==> config.mk <==
export PLATFORM = sky130hd
export DESIGN_NAME = cpu_reg_sequencer
export DESIGN_NICKNAME = d
export VERILOG_FILES = /design/src/rtl/cpu_pkg.sv /design/src/rtl/cpu_reg_sequencer.sv
export SDC_FILE = /design/constraint.sdc
export NUM_CORES = 1
export LEC_CHECK = 0
export ABC_CLOCK_PERIOD_IN_PS = 5200
export CELL_PAD_IN_SITES_DETAIL_PLACEMENT = 1
export CELL_PAD_IN_SITES_GLOBAL_PLACEMENT = 1
export CORE_AREA = 2 2 59 89
export DETAILED_ROUTE_END_ITERATION = 12
export DIE_AREA = 0 0 61 91
export GPL_ROUTABILITY_DRIVEN = 0
export PLACE_DENSITY = 0.88
export SYNTH_ARGS = -nofsm -noshare
export SYNTH_HDL_FRONTEND = slang
export SYNTH_SLANG_ARGS = --single-unit
==> constraint.sdc <==
create_clock -name clk -period 5.2 [get_ports clk]
set_clock_uncertainty 0.2 [all_clocks]
set_input_delay 1.04 -clock clk [delete_from_list [all_inputs] [get_ports clk]]
set_output_delay 1.04 -clock clk [all_outputs]
set_load 0.01 [all_outputs]
==> src/rtl/cpu_pkg.sv <==
// Shared definitions for the CPU register-transfer datapath.
// Latency: n/a (types and constants only).
// Backpressure: n/a.
package cpu_pkg;

    localparam int CPU_WIDTH    = 8;
    localparam int CPU_SEL_W    = 3;
    localparam int CPU_NUM_REGS = 3;

    localparam logic [1:0] OP_MOV = 2'd0;
    localparam logic [1:0] OP_LDI = 2'd1;
    localparam logic [1:0] OP_SWP = 2'd2;
    localparam logic [1:0] OP_OUT = 2'd3;

    typedef enum logic [2:0] {
        ST_IDLE = 3'd0,
        ST_RD_A = 3'd1,
        ST_RD_B = 3'd2,
        ST_WR_A = 3'd3,
        ST_WR_B = 3'd4,
        ST_FIN  = 3'd5
    } seq_state_t;

endpackage

==> src/rtl/cpu_reg_sequencer.sv <==
// Expands MOV/LDI/SWP/OUT commands into register-file read/write cycles.
// Latency: accept->done LDI 2, MOV 3, OUT 2, SWP 5, illegal index 1 cycle.
// Backpressure: cmd_ready high only in IDLE; one command in flight, no overlap.
//
// Ports:
//   clk, reset_n                      clock, async active-low reset
//   cmd_valid/cmd_ready               command handshake
//   cmd_op/src/dst/imm                command fields (latched on accept)
//   rf_sel_in/rf_enable_write/rf_data_in   register-file write port
//   rf_sel_out/rf_output_enable/rf_data_out register-file read port
//   done/error/result                 completion pulse, illegal-index flag, OUT value
module cpu_reg_sequencer
    import cpu_pkg::*;
#(
    parameter int WIDTH    = CPU_WIDTH,
    parameter int SEL_W    = CPU_SEL_W,
    parameter int NUM_REGS = CPU_NUM_REGS
) (
    input  logic             clk,
    input  logic             reset_n,
    input  logic             cmd_valid,
    output logic             cmd_ready,
    input  logic [1:0]       cmd_op,
    input  logic [SEL_W-1:0] cmd_src,
    input  logic [SEL_W-1:0] cmd_dst,
    input  logic [WIDTH-1:0] cmd_imm,
    output logic [SEL_W-1:0] rf_sel_in,
    output logic [SEL_W-1:0] rf_sel_out,
    output logic             rf_enable_write,
    output logic             rf_output_enable,
    output logic [WIDTH-1:0] rf_data_in,
    input  logic [WIDTH-1:0] rf_data_out,
    output logic             done,
    output logic             error,
    output logic [WIDTH-1:0] result
);

    seq_state_t       state_q, state_d;
    logic [1:0]       op_q;
    logic [SEL_W-1:0] src_q, dst_q;
    logic             err_q;
    logic [WIDTH-1:0] tmp_a, tmp_b, result_q;

    logic cmd_acc;
    logic src_bad, dst_bad, cmd_illegal;

    assign cmd_acc = cmd_valid && cmd_ready;
    assign result  = result_q;

    // Only the index fields an opcode actually uses are range-checked.
    always_comb begin
        src_bad     = int'(cmd_src) >= NUM_REGS;
        dst_bad     = int'(cmd_dst) >= NUM_REGS;
        cmd_illegal = 1'b0;
        case (cmd_op)
            OP_MOV, OP_SWP: cmd_illegal = src_bad || dst_bad;
            OP_LDI:         cmd_illegal = dst_bad;
            default:        cmd_illegal = src_bad;
        endcase
    end

    // State register.
    always_ff @(posedge clk or negedge reset_n) begin
        if (!reset_n) begin
            state_q <= ST_IDLE;
        end else begin
            state_q <= state_d;
        end
    end

    // Next state and strobes. Strobes depend only on registered state and
    // latched fields, so they are glitch-free and drop with async reset.
    always_comb begin
        state_d          = state_q;
        cmd_ready        = 1'b0;
        rf_sel_in        = '0;
        rf_sel_out       = '0;
        rf_enable_write  = 1'b0;
        rf_output_enable = 1'b0;
        rf_data_in       = '0;
        done             = 1'b0;
        error            = 1'b0;
        case (state_q)
            ST_IDLE: begin
                cmd_ready = 1'b1;
                if (cmd_valid) begin
                    if (cmd_illegal)          state_d = ST_FIN;
                    else if (cmd_op == OP_LDI) state_d = ST_WR_A;
                    else                      state_d = ST_RD_A;
                end
            end
            ST_RD_A: begin
                rf_output_enable = 1'b1;
                rf_sel_out       = src_q;
                if (op_q == OP_OUT)      state_d = ST_FIN;
                else if (op_q == OP_MOV) state_d = ST_WR_A;
                else                     state_d = ST_RD_B;
            end
            ST_RD_B: begin
                rf_output_enable = 1'b1;
                rf_sel_out       = dst_q;
                state_d          = ST_WR_A;
            end
            ST_WR_A: begin
                rf_enable_write = 1'b1;
                rf_sel_in       = dst_q;
                rf_data_in      = tmp_a;
                state_d         = (op_q == OP_SWP) ? ST_WR_B : ST_FIN;
            end
            ST_WR_B: begin
                rf_enable_write = 1'b1;
                rf_sel_in       = src_q;
                rf_data_in      = tmp_b;
                state_d         = ST_FIN;
            end
            ST_FIN: begin
                done    = 1'b1;
                error   = err_q;
                state_d = ST_IDLE;
            end
            default: state_d = ST_IDLE;
        endcase
    end

    // Command latch and data capture. tmp_a doubles as the LDI immediate
    // holder so WR_A always writes tmp_a regardless of opcode.
    always_ff @(posedge clk or negedge reset_n) begin
        if (!reset_n) begin
            op_q     <= OP_MOV;
            src_q    <= '0;
            dst_q    <= '0;
            err_q    <= 1'b0;
            tmp_a    <= '0;
            tmp_b    <= '0;
            result_q <= '0;
        end else begin
            if (cmd_acc) begin
                op_q  <= cmd_op;
                src_q <= cmd_src;
                dst_q <= cmd_dst;
                err_q <= cmd_illegal;
                if (cmd_op == OP_LDI) begin
                    tmp_a <= cmd_imm;
                end
            end
            if (state_q == ST_RD_A) begin
                tmp_a <= rf_data_out;
                if (op_q == OP_OUT) begin
                    result_q <= rf_data_out;
                end
            end
            if (state_q == ST_RD_B) begin
                tmp_b <= rf_data_out;
            end
        end
    end

endmodule

**Word-level counts from Yosys, hierarchy flattened**

Cells that the tools add are included.

- Register bits after elaboration: 36
- Input port bits: 27
- Output and inout bits: 27

- Order comparisons: 2
- Eq/ne operators: 10
- Multiplexer cells: 19
- Reductions and logical operators: 12

Operator list:

| cell | number |
|---|---|
| two-way mux 8 bit | 3 |
| one-hot mux 8 bit (2 select lines) | 1 |
| one-hot mux 3 bit (5 select lines) | 1 |
| one-hot mux 3 bit (2 select lines) | 2 |
| two-way mux 3 bit | 3 |
| two-way mux 1 bit | 7 |
| equality test 2 bit, second input constant | 3 |
| equality test 3 x 2 -> 1 bit, second input constant | 2 |
| equality test 3 bit, second input constant | 2 |
| >= comparator 3 x 2 -> 1 bit, second input constant | 2 |
| OR reduction 2 bit | 3 |
| zero test 2 bit | 2 |
| AND reduction 2 bit | 2 |
| nonzero test 2 bit | 2 |
| equality test 3 x 1 -> 1 bit, second input constant | 1 |
| zero test 3 bit | 1 |
| equality test 2 x 1 -> 1 bit, second input constant | 1 |
| two-way mux 2 bit | 1 |
| != test 2 bit, second input constant | 1 |
| one-hot mux 1 bit (2 select lines) | 1 |
| logical AND 1 bit | 1 |
| logical OR 1 bit | 1 |

**Logic depth before layout (Yosys ltp)**

- Word-level depth: 6
- Mapped depth: 5
- Depth with buffers taken out: 5

**Worst setup path before layout**

Ideal clock, no wire load.

- Kind: reg-to-output
- Start: register state_q[0]
- End: output rf_data_in[0]
- Arrival time: 1.315 ns
- Data required time: 3.960 ns
- Path slack: 2.645 ns
- Cell stages (with the launch flop): 5
- Cells stage by stage: dfrtp_1 > buf_2 > nor3b_1 > buf_2 > a22o_1

- Word-level cells in the longest chain between the ends: 2
- Elaborated cells on any way between the ends: 3
- Those cells by class: eq/ne (2); mux (1)

Ends and longest elaborated chain:

| element | RTL line | RTL |
|---|---|---|
| from (decl) | cpu_reg_sequencer.sv:38 | `seq_state_t state_q, state_d;` |
| from (signal assigned) | cpu_reg_sequencer.sv:67 | `state_q <= state_d;` |
| equality test 3 bit or equality test 3 x 2 -> 1 bit (tied branches) | cpu_reg_sequencer.sv:83 | `case (state_q)` |
| one-hot mux 8 bit (2 select lines) (*) | cpu_reg_sequencer.sv:83 |  |
| to (decl) | cpu_reg_sequencer.sv:31 | `output logic [WIDTH-1:0] rf_data_in,` |

Every way passes the cells marked *; elsewhere a longest branch is shown, timed or not.

**Worst setup path after layout**

- Start: register state_q[1]
- End: output rf_sel_out[0]

- Word-level cells in the longest chain between the ends: 2
- Elaborated cells on any way between the ends: 3
- Those cells by class: eq/ne (2); mux (1)

Ends and longest elaborated chain:

| element | RTL line | RTL |
|---|---|---|
| equality test 3 x 2 -> 1 bit or equality test 3 x 1 -> 1 bit (tied branches) | cpu_reg_sequencer.sv:83 |  |
| one-hot mux 3 bit (2 select lines) (*) | cpu_reg_sequencer.sv:83 |  |
| to (decl) | cpu_reg_sequencer.sv:28 | `output logic [SEL_W-1:0] rf_sel_out,` |

Marks and branches as above.

==> flow_metrics.tcl <==
set metrics [dict create \
    timing_worst_setup_path_type "flop to output pin" \
    vias_per_cell 5.240 \
    clock_insertion_delay_worst_skew_ps 290 \
    die-height_um 91 \
    io_buffers 53 \
    p_leak_uw 0.001052 \
    reg2reg_setup_slack_ps 2890 \
    combined_area_of_all_synthesized_cells_um2 1863 \
    cts_repair_resize_count 0 \
    final_area_um2 2542 \
    critical_path_required_ps 3960 \
    final_layout_size_suffix_gt1_share_pct 28.57 \
    postcts_setup_bufs 0 \
    final.setup.tns_ps 0 \
    floorplan.initialDensity_pct 39.05 \
    layout.filler_cells 507 \
    critical_path_peak_fanout 14 \
    timing.critical_path.from_type "flop" \
    worst_margin_pin_slew_ps 731.9 \
    placement.setup.worst_slack_ps 1907 \
    timing.hold.worst.class "flop to flop" \
    cts.hold.buffers_added 0 \
    die_width_um 61 \
    timing.final.crit_share_pct 69.99 \
    std_cell_rows 31 \
    setup.worst_path.start "state_q[1]$_DFFE_PN0P_" \
    maxCapViolations 0 \
    synthCells 141 \
    synth-seq-cells 36 \
    postLayoutSetupSlackWorst_ps 1560 \
    worst_r2r_path_depth 4 \
    via_count_of_the_first_global_routing_pass 1583 \
    timing.final.hold_violations 0 \
    dr.pass1.iters 4 \
    drc_errors 0 \
    clk_pin_slew_worst_paths_ps 70 \
    insertedDiodeCount 0 \
    critPathCaptureType "output pin" \
    maxSlewHeadroom_pct 51.00 \
    sequential_area_um2 900.9 \
    drt_iter0_drc 19 \
    worst_r2r_endpoint "result[5]$_DFFE_PN0P_" \
    cts_inserted_buffers 5 \
    cts_buffer_depth 2 \
    synthMuxAreaShare_pct 24.98 \
    cts.sinks 36 \
    clock_tree.htree_level_count 2 \
    clock_tree_root_driver_cell "clkbuf_8" \
    detailroute.via_count 1373 \
    power_uw 1539 \
    arrival_time_reported_for_the_critical_path_endpoint_ps 2400 \
    irDropWorstVdd_v 0.0002538 \
    rsz_0062_raised_after_global_routing "false" \
    die_area_um2 5551 \
    layout.nets 224 \
    crit_path_end "rf_sel_out[0]" \
    synth_seq_area_share_pct 48.35 \
    synthesized_area_fraction_occupied_by_ao_oa_aoi_and_oai_cells_pct 11.69 \
    area.growth.synth_to_final_pct 36.47 \
    design.core.area_um2 4771 \
    largest_family_of_logic_cells_by_synthesized_area "multiplexers" \
    drtAntennaViolNets 0 \
    maximum_number_of_pins_on_one_net_before_global_route_repair 37 \
    status "completed" \
    gr-usage-all-layers_pct 19.28 \
    synth_area_per_cell_um2 13.21 \
    max_freq_ghz 0.2748 \
    synthSimpleGateAreaFrac_pct 9.402 \
    yosys_warnings 0 \
    ioPinCount 54 \
    critical_register_to_register_path_startpoint "state_q[0]$_DFFE_PN0P_" \
    antenna_found_initial 0 \
    global_route_wire_length_before_repair_um 7921 \
    wl_per_cell_um 17.67 \
    finalWorstPathRequiredPeriod_ps 3640 \
    place_area_um2 2435 \
    powerDensity_nw_per_um2 605.4 \
    drv_slew 0 \
    dp_hpwl_um 3306 \
    finalWirelength_um 4629 \
    yosys.area_share.xor_xnor_pct 0 \
    setup_viol 0 \
    synthDistinctLibCells 32 \
    postSynthNetCount 170 \
    multiInputGateArea_um2 883.3 \
    cts_tree "built" \
    gr-total-overflow 0 \
    synth-adder-area-share_pct 1.343 \
]
-- registers in the layout, indices dropped and copies added (netlist names) --
| name | flops |
|---|---|
| tmp_a | 8 |
| tmp_b | 8 |
| state_q | 3 |
| dst_q | 3 |
| src_q | 3 |
| op_q | 2 |
| err_q | 1 |
| result | 8 |
-- logic make-up (layout without fill, tap and decap cells) --
family                     after synthesis  in the layout
adders and majority gates                2              2
muxes                                   39             39
buffers and inverters                   13             68
and+or+nand+nor                         24             24
AOI/OAI and AO/OA                       27             27
DFF                                     36             36
-- final cells by class --
type                            instances  area share (%)
Clock inverter                          2           1.378
Clock buffer                            6           2.854
Inverter                                4          0.5906
Timing Repair Buffer                   56           21.75
Tap cell                               66           3.248
Sequential cell                        36           35.43
Multi-Input combinational cell         92           34.74
-- where the power goes --
group          internal (uW)  leakage [uW]  switching, uW
Sequential               424      0.000428            123
Clock                    142     0.0000552            102
Combinational            455      0.000569            293
-- worst max-delay path, cell delays in order, from the launching register on --
cell and delay (ps):
dfrtp_1 720, and3_1 630, a22o_1 220, clkdlybuf4s50_1 540
-- cells in the final DEF (no fill, tap or decap), types with 2 or more instances in the layout --
master,Yosys,final
nor3b_1,2,2
a22o_1,14,14
or2_2,3,3
a21oi_1,4,4
inv_1,4,4
mux2_4,7,7
nor2_1,4,4
buf_4,5,3
clkbuf_8,0,5
and2_1,3,3
dfrtp_1,36,36
and3_1,2,2
ha_1,2,2
mux2_2,32,32
clkdlybuf4s50_1,0,53
o21ai_0,3,3
-- per-stage QoR --
stage | cells | util (%) | hold WS (ps)
2_1_floorplan | 141 | - | 281.0
3_3_place_gp | 254 | 51.04 | 289.7
5_1_grt | 262 | 53.29 | 340.2
3_5_place_dp | 254 | 51.04 | 295.5
6_report | 262 | 53.29 | 307.6
4_1_cts | 262 | 53.29 | 310.4
-- cells in the mapped netlist --
master | count | area share, %
dfrtp_1 | 36 | 48
mux2_2 | 32 | 19
a22o_1 | 14 | 6.6
mux2_4 | 7 | 5.6
buf_4 | 5 | 2.0
a21oi_1 | 4 | 1.1
inv_1 | 4 | 0.81
nor2_1 | 4 | 0.81
and2_1 | 3 | 1.0
buf_2 | 3 | 0.81
o21ai_0 | 3 | 0.81
or2_2 | 3 | 1.0
and3_1 | 2 | 0.67
ha_1 | 2 | 1.3
nor3b_1 | 2 | 0.81
a211oi_4 | 1 | 1.1
a221oi_1 | 1 | 0.47
a311oi_1 | 1 | 0.47
a31oi_1 | 1 | 0.34
and2b_1 | 1 | 0.40
buf_6 | 1 | 0.60
nand2_1 | 1 | 0.20
nand2b_1 | 1 | 0.34
nand3b_1 | 1 | 0.40
nor2b_1 | 1 | 0.34
nor3_1 | 1 | 0.27
nor3_2 | 1 | 0.54
nor3b_4 | 1 | 1.0
nor4b_4 | 1 | 1.3
o211ai_1 | 1 | 0.40
o22a_1 | 1 | 0.47
or3_1 | 1 | 0.34
-- routing by layer --
layer / vias up / share of wire [%] / track usage [%]
li1: 620 / - / -
met1: 699 / 40 / 23.57
met2: 43 / 53 / 31.63
met3: 11 / 4.0 / 3.419
met4: 0 / 3.1 / 9.239
met5: - / 0 / 0
-- how the worst min path moves through the flow --
stage | startpoint | endpoint | cells after the start
after floorplan | tmp_b[0]$_DFFE_PN0N_ | tmp_b[0]$_DFFE_PN0N_ | 1
after global routing | tmp_b[3]$_DFFE_PN0N_ | tmp_b[3]$_DFFE_PN0N_ | 1
after global placement | tmp_a[6]$_DFFE_PN0P_ | tmp_a[6]$_DFFE_PN0P_ | 1
after detailed placement | result[0]$_DFFE_PN0P_ | result[0]$_DFFE_PN0P_ | 1
after CTS | result[0]$_DFFE_PN0P_ | result[0]$_DFFE_PN0P_ | 1
final | result[0]$_DFFE_PN0P_ | result[0]$_DFFE_PN0P_ | 1
Power figures use the tool's default switching activity.
